<file path="src/rtl/tone_gen_pkg.sv">
// Shared types and constants for the tone generator and its note sources.
package tone_gen_pkg;

    localparam int unsigned DIV_W_DEF    = 20;
    localparam int unsigned MIN_DIV      = 16;
    localparam int unsigned HOLD_CYC_DEF = 25_000_000;

    // Half-period divisors at 50 MHz (clk / (2 * f_note)).
    localparam int unsigned NOTE_DIV_C4 = 95_557;
    localparam int unsigned NOTE_DIV_D4 = 85_131;
    localparam int unsigned NOTE_DIV_E4 = 75_843;
    localparam int unsigned NOTE_DIV_F4 = 71_586;
    localparam int unsigned NOTE_DIV_G4 = 63_776;
    localparam int unsigned NOTE_DIV_A4 = 56_818;
    localparam int unsigned NOTE_DIV_B4 = 50_619;
    localparam int unsigned NOTE_DIV_C5 = 47_778;

    typedef enum logic [1:0] {
        IDLE = 2'd0,
        PLAY = 2'd1,
        PEND = 2'd2,
        STOP = 2'd3
    } tone_state_e;

endpackage

</file>
<file path="src/rtl/tone_half_period_ctr.sv">
// Half-period counter: counts 0..div-1 and flags the terminal cycle.
module tone_half_period_ctr
    import tone_gen_pkg::*;
#(
    parameter int unsigned DIV_W = DIV_W_DEF
) (
    input  logic             i_clk,
    input  logic             i_rst_n,
    input  logic             i_run,
    input  logic [DIV_W-1:0] i_div,
    output logic             o_term_c
);

    logic [DIV_W-1:0] r_cnt;
    logic [DIV_W-1:0] w_last;

    assign w_last   = i_div - DIV_W'(1);
    assign o_term_c = i_run && (r_cnt == w_last);

    // Count while running; wrap to zero at terminal, hold at zero when idle.
    always_ff @(posedge i_clk) begin
        if (!i_rst_n) begin
            r_cnt <= '0;
        end else if (!i_run || o_term_c) begin
            r_cnt <= '0;
        end else begin
            r_cnt <= r_cnt + DIV_W'(1);
        end
    end

endmodule

</file>
<file path="src/rtl/tone_gen.sv">
// Square-wave tone generator with phase-continuous note changes.
// Optional: define TONE_AUTO_RELEASE_EN to add a HOLD_CYC auto-release timer.
module tone_gen
    import tone_gen_pkg::*;
#(
    parameter int unsigned DIV_W = DIV_W_DEF
`ifdef TONE_AUTO_RELEASE_EN
    ,
    parameter int unsigned HOLD_CYC = HOLD_CYC_DEF
`endif
) (
    input  logic             i_clk,
    input  logic             i_rst_n,
    input  logic [DIV_W-1:0] i_note_div,
    input  logic             i_note_valid,
    input  logic             i_note_off,
    output logic             o_spk,
    output logic             o_busy,
    output logic [DIV_W-1:0] o_cur_div
);

    tone_state_e      r_state;
    tone_state_e      w_state_nxt;
    logic             r_spk;
    logic             r_busy;
    logic [DIV_W-1:0] r_cur_div;
    logic [DIV_W-1:0] r_pend_div;
    logic             w_spk_nxt;
    logic [DIV_W-1:0] w_cur_div_nxt;
    logic [DIV_W-1:0] w_pend_div_nxt;
    logic             w_term;
    logic             w_low;
    logic             w_valid;
    logic             w_off;
    logic             w_expire;

    assign w_low   = i_note_div < DIV_W'(MIN_DIV);
    assign w_valid = i_note_valid && !i_note_off && !w_low;
    assign w_off   = i_note_off || (i_note_valid && w_low) || w_expire;

    tone_half_period_ctr #(
        .DIV_W (DIV_W)
    ) u_ctr (
        .i_clk    (i_clk),
        .i_rst_n  (i_rst_n),
        .i_run    (r_state != IDLE),
        .i_div    (r_cur_div),
        .o_term_c (w_term)
    );

`ifdef TONE_AUTO_RELEASE_EN
    localparam int unsigned HOLD_W = $clog2(HOLD_CYC + 1);

    logic [HOLD_W-1:0] r_hold;

    // Hold timer: restarts on every accepted note, saturates at expiry, zero when idle.
    always_ff @(posedge i_clk) begin
        if (!i_rst_n) begin
            r_hold <= '0;
        end else if (w_valid) begin
            r_hold <= HOLD_W'(1);
        end else if (r_state == IDLE) begin
            r_hold <= '0;
        end else if (r_hold != HOLD_W'(HOLD_CYC - 1)) begin
            r_hold <= r_hold + HOLD_W'(1);
        end
    end

    assign w_expire = !w_valid && ((r_state == PLAY) || (r_state == PEND))
                      && (r_hold == HOLD_W'(HOLD_CYC - 1));
`else
    assign w_expire = 1'b0;
`endif

    // State and registered outputs.
    always_ff @(posedge i_clk) begin
        if (!i_rst_n) begin
            r_state    <= IDLE;
            r_spk      <= 1'b0;
            r_busy     <= 1'b0;
            r_cur_div  <= '0;
            r_pend_div <= '0;
        end else begin
            r_state    <= w_state_nxt;
            r_spk      <= w_spk_nxt;
            r_busy     <= (w_state_nxt != IDLE);
            r_cur_div  <= w_cur_div_nxt;
            r_pend_div <= w_pend_div_nxt;
        end
    end

    // Next-state decision; off requests take priority over new notes.
    always_comb begin
        w_state_nxt = r_state;
        case (r_state)
            IDLE: begin
                if (w_valid) w_state_nxt = PLAY;
            end
            PLAY: begin
                if (w_off)                                    w_state_nxt = STOP;
                else if (w_valid && (i_note_div != r_cur_div)) w_state_nxt = PEND;
            end
            PEND: begin
                if (w_off)       w_state_nxt = STOP;
                else if (w_term) w_state_nxt = PLAY;
            end
            STOP: begin
                if (w_valid)              w_state_nxt = PEND;
                else if (w_term && r_spk) w_state_nxt = IDLE;
            end
            default: w_state_nxt = IDLE;
        endcase
    end

    // Next values for speaker, sounding divisor and pending divisor.
    always_comb begin
        w_spk_nxt      = r_spk;
        w_cur_div_nxt  = r_cur_div;
        w_pend_div_nxt = r_pend_div;
        case (r_state)
            IDLE: begin
                w_spk_nxt      = w_valid;
                w_cur_div_nxt  = w_valid ? i_note_div : '0;
                w_pend_div_nxt = '0;
            end
            PLAY: begin
                if (w_term) w_spk_nxt = !r_spk;
                if (!w_off && w_valid && (i_note_div != r_cur_div)) begin
                    w_pend_div_nxt = i_note_div;
                end
            end
            PEND: begin
                if (w_term) w_spk_nxt = !r_spk;
                if (w_off) begin
                    w_pend_div_nxt = '0;
                end else if (w_term) begin
                    w_cur_div_nxt  = w_valid ? i_note_div : r_pend_div;
                    w_pend_div_nxt = '0;
                end else if (w_valid) begin
                    w_pend_div_nxt = i_note_div;
                end
            end
            STOP: begin
                if (w_term) w_spk_nxt = !r_spk;
                if (w_valid) begin
                    w_pend_div_nxt = i_note_div;
                end else if (w_term && r_spk) begin
                    w_cur_div_nxt = '0;
                end
            end
            default: begin
                w_spk_nxt      = 1'b0;
                w_cur_div_nxt  = '0;
                w_pend_div_nxt = '0;
            end
        endcase
    end

    assign o_spk     = r_spk;
    assign o_busy    = r_busy;
    assign o_cur_div = r_cur_div;

endmodule

</file>
<file path="config.mk">
export PLATFORM = sky130hd
export DESIGN_NAME = tone_gen
export DESIGN_NICKNAME = d
export VERILOG_FILES = /design/src/rtl/tone_gen_pkg.sv /design/src/rtl/tone_half_period_ctr.sv /design/src/rtl/tone_gen.sv
export SDC_FILE = /design/constraint.sdc
export NUM_CORES = 1
export LEC_CHECK = 0
export CAP_MARGIN = 20
export CORE_MARGIN = 1
export CORE_UTILIZATION = 42
export DETAILED_ROUTE_END_ITERATION = 12
export GPL_TIMING_DRIVEN = 0
export PLACE_DENSITY = 0.72
export SYNTH_ARGS = -nofsm -noshare
export SYNTH_HDL_FRONTEND = slang
export SYNTH_SLANG_ARGS = --single-unit
</file>
<file path="constraint.sdc">
create_clock -name i_clk -period 8.6 [get_ports i_clk]
set_input_delay 1.72 -clock i_clk [delete_from_list [all_inputs] [get_ports i_clk]]
set_output_delay 1.72 -clock i_clk [all_outputs]
set_load 0.02 [all_outputs]
</file>
==> results.ini <==
[clocking]
cts_root_buf=clkbuf_8
numCtsBuffers=9
clock_sinks=64
clock_latency_ns=0.36
h-tree-depth=3
tritoncts=built
cts_resized=0
cts_setup_buffers=0
clk_path_buf_depth=2
hold_buffers=0
worst_setup_hold_path_clk_slew_ns=0.07

[floorplan]
die_w_microns=104.5
start_util_pct=42.95
die-area_sq_um=10920
coreArea_sq_um=10280
die_y_microns=104.5
rows=37
io-pin-count=46

[final_layout]
final_cells=717
final-seq-area_sq_um=1281
final_area_sq_um=5214
multi_input_area_sq_um=2840
finalNetCount=605
utilization_pct=50.73
area_delta_synth_final_pct=18.11
fillers=1016
antenna_cells=0
drive_above_1_share_pct=9.983

[worst_setup_path]
reg2regPathDepth=10
r2r_end=r_pend_div[17]$_SDFFE_PN0P_
reg2reg_from=o_cur_div[0]$_SDFFE_PN0P_
critPathCapture=o_cur_div[4]$_SDFFE_PN0P_
start_kind=input pin
crit_path_end_kind=register
crit_start=i_note_div[18]
cp.arrival_ns=4.90
critical_path_class=in2reg
rrSetupSlack_ns=5.36
cp_max_fo=10
cp.required_ns=8.81

[synth]
syn_avg_cell_area_sq_um=8.440
yosysWarnings=0
syn-num-nets=549
yosysUniqueCellTypes=68
yosys.area.top_type=dfxtp_1
async_flop_share_pct=0
syn_area_sq_um=4414
synth_top_area_share_pct=29.02
synth_top_cells_by_count=dfxtp_1, nor2_1, nand2_1
synth.most_common_cell=dfxtp_1
synth-edff-count=0
ys_ff_latch=64
ys_top_cells_by_area=dfxtp_1, xnor2_1, xor2_1, a22oi_1, nor2_1
synth_top_flop_cell=dfxtp_1
syn-instance-count=523
yosysSeqAreaShare_pct=29.02

[power_and_ir_drop]
p_seq_share_pct=36.2
ir_worst_vdd_uv=75.09
switching_share_pct=36.47
comb_power_share_pct=37.1
power_switching_uw=337.4
pwr-share-clk_pct=26.8
p_int_uw=587.8
leakagePower_nw=1.681
pwr_density_cell_nw_per_um2=177.5

[placement]
hpwl_microns=9568
place_area_sq_um=5035
place_inst=704
io_buffers=45
place.gp.congestion=0.9324

[sta]
hold_viol=0
fmax_ghz=0.2135
fin_setup_tns_ns=0
tightest_slew_ns=1.068
fin_crit_sh_pct=54.48
clock-skew-final_ns=0.008116
period_minus_slack_ns=4.685
slew-limit-headroom_pct=28.67
setup_violations=0
grt_setup_unrepaired=false
slew_violations=0

[grt]
antenna_found_initial=0
grt_max_degree=11
overflow=0
grt_pass1_vias=4087
grt_use_total_pct=23.85
grt_pass1_wl_microns=20640

[detailed_routing]
drt_iter0_drc=274
drc=0
wl_per_cell_microns=18.07
drt_pass1_iterations=7
wl_microns=12950
vias=4424
vias_per_cell=6.170
postRouteAntennaNets=0

[outcome]
status=complete, no violations

[run]
maxCapViolCount=0

[worst_hold_path]
hp-class=reg2reg

[cell families (layout without fill, tap and decap cells)]
kind of cell	after synthesis	after routing	synth area share, %
simple gates	165	165	20.01
compound gates	159	159	28.49
flops	64	64	29.02
xor+xnor	61	61	12.10
buf+inv	58	116	6.632
mux	14	14	3.175
fa+ha+maj	2	2	0.5668
[power groups by stage]
stage	sequential (mW)	combinational [mW]	clock, mW
floorplan	0.350	0.223	0
global placement	0.341	0.329	0
detailed placement	0.341	0.336	0
CTS	0.334	0.338	0.249
global route	0.336	0.369	0.266
finish	0.335	0.343	0.247
[through the flow]
stage	total power, mW	worst slack (ns)	hold WS, ns
after floorplan	0.5730	4.974	0.4567
after global placement	0.6697	3.591	0.4712
after detailed placement	0.6770	3.610	0.4714
after CTS	0.9217	3.963	0.4809
after global routing	0.9707	3.689	0.5176
final	0.9252	3.915	0.4813
[cells in the final DEF (no fill, tap or decap), types with 3 or more instances in the layout]
master            n
a211oi_1         22
a211oi_2         11
a21boi_0         10
a21oi_1           7
a21oi_2           3
a22oi_1          29
a31oi_1          12
a41oi_1           3
and2_1            3
and3_1            3
and4_1            5
buf_2            10
buf_6             4
clkbuf_1         31
clkbuf_8         13
clkdlybuf4s50_1  45
dfxtp_1          64
inv_1             6
mux2i_1          14
nand2_1          35
nand2b_1          4
nand3_1          12
nand4_1          12
nand4b_1          8
nor2_1           45
nor2b_1           4
nor3_1            7
nor3b_1           3
nor4_1           13
o2111ai_1         6
o211ai_1          9
o21ai_0           4
o22ai_1           5
o32ai_1          14
xnor2_1          31
xor2_1           30
[worst min path at each step]
stage	cells past startpoint	end	from
3_5_place_dp	2	r_pend_div[9]$_SDFFE_PN0P_	r_pend_div[9]$_SDFFE_PN0P_
2_1_floorplan	2	r_pend_div[4]$_SDFFE_PN0P_	r_pend_div[4]$_SDFFE_PN0P_
6_report	2	r_pend_div[9]$_SDFFE_PN0P_	r_pend_div[9]$_SDFFE_PN0P_
5_1_grt	2	r_pend_div[9]$_SDFFE_PN0P_	r_pend_div[9]$_SDFFE_PN0P_
4_1_cts	2	r_pend_div[9]$_SDFFE_PN0P_	r_pend_div[9]$_SDFFE_PN0P_
3_3_place_gp	2	r_pend_div[4]$_SDFFE_PN0P_	r_pend_div[4]$_SDFFE_PN0P_
[registers in the layout (all words and copies together) (netlist names)]
| register | cells |
|---|---|
| o_cur_div | 20 |
| r_pend_div | 20 |
| u_ctr.r_cnt | 20 |
| r_state | 2 |
| o_busy | 1 |
| o_spk | 1 |
[final cells by class]
class                           instances  area share (%)
Multi-Input combinational cell        401           54.48
Sequential cell                        64           24.57
Timing Repair Buffer                   45           8.639
Buffer                                 52           5.184
Clock buffer                           13           3.432
Tap cell                              136           3.264
Inverter                                6          0.4320
[worst max-delay path, cell delays in order]
cell and delay [ns]:
clkdlybuf4s50_1 0.62, nor4_1 0.11, and4_1 0.26, nor3b_1 0.86, nor2_1 0.31, nand3_1 0.20, o21ai_1 0.19, clkbuf_4 0.26
a211oi_1 0.30, a211oi_2 0.08
[metal layers]
layer | up-vias | GRT usage, % | wire length, microns
met4 | 0 | 10.00 | 367
met5 | - | 0 | 0
met2 | 196 | 38.98 | 6131
met1 | 2109 | 30.66 | 5620
li1 | 2089 | - | -
met3 | 30 | 4.386 | 834
Note: power is estimated with default switching activity, not from simulation.
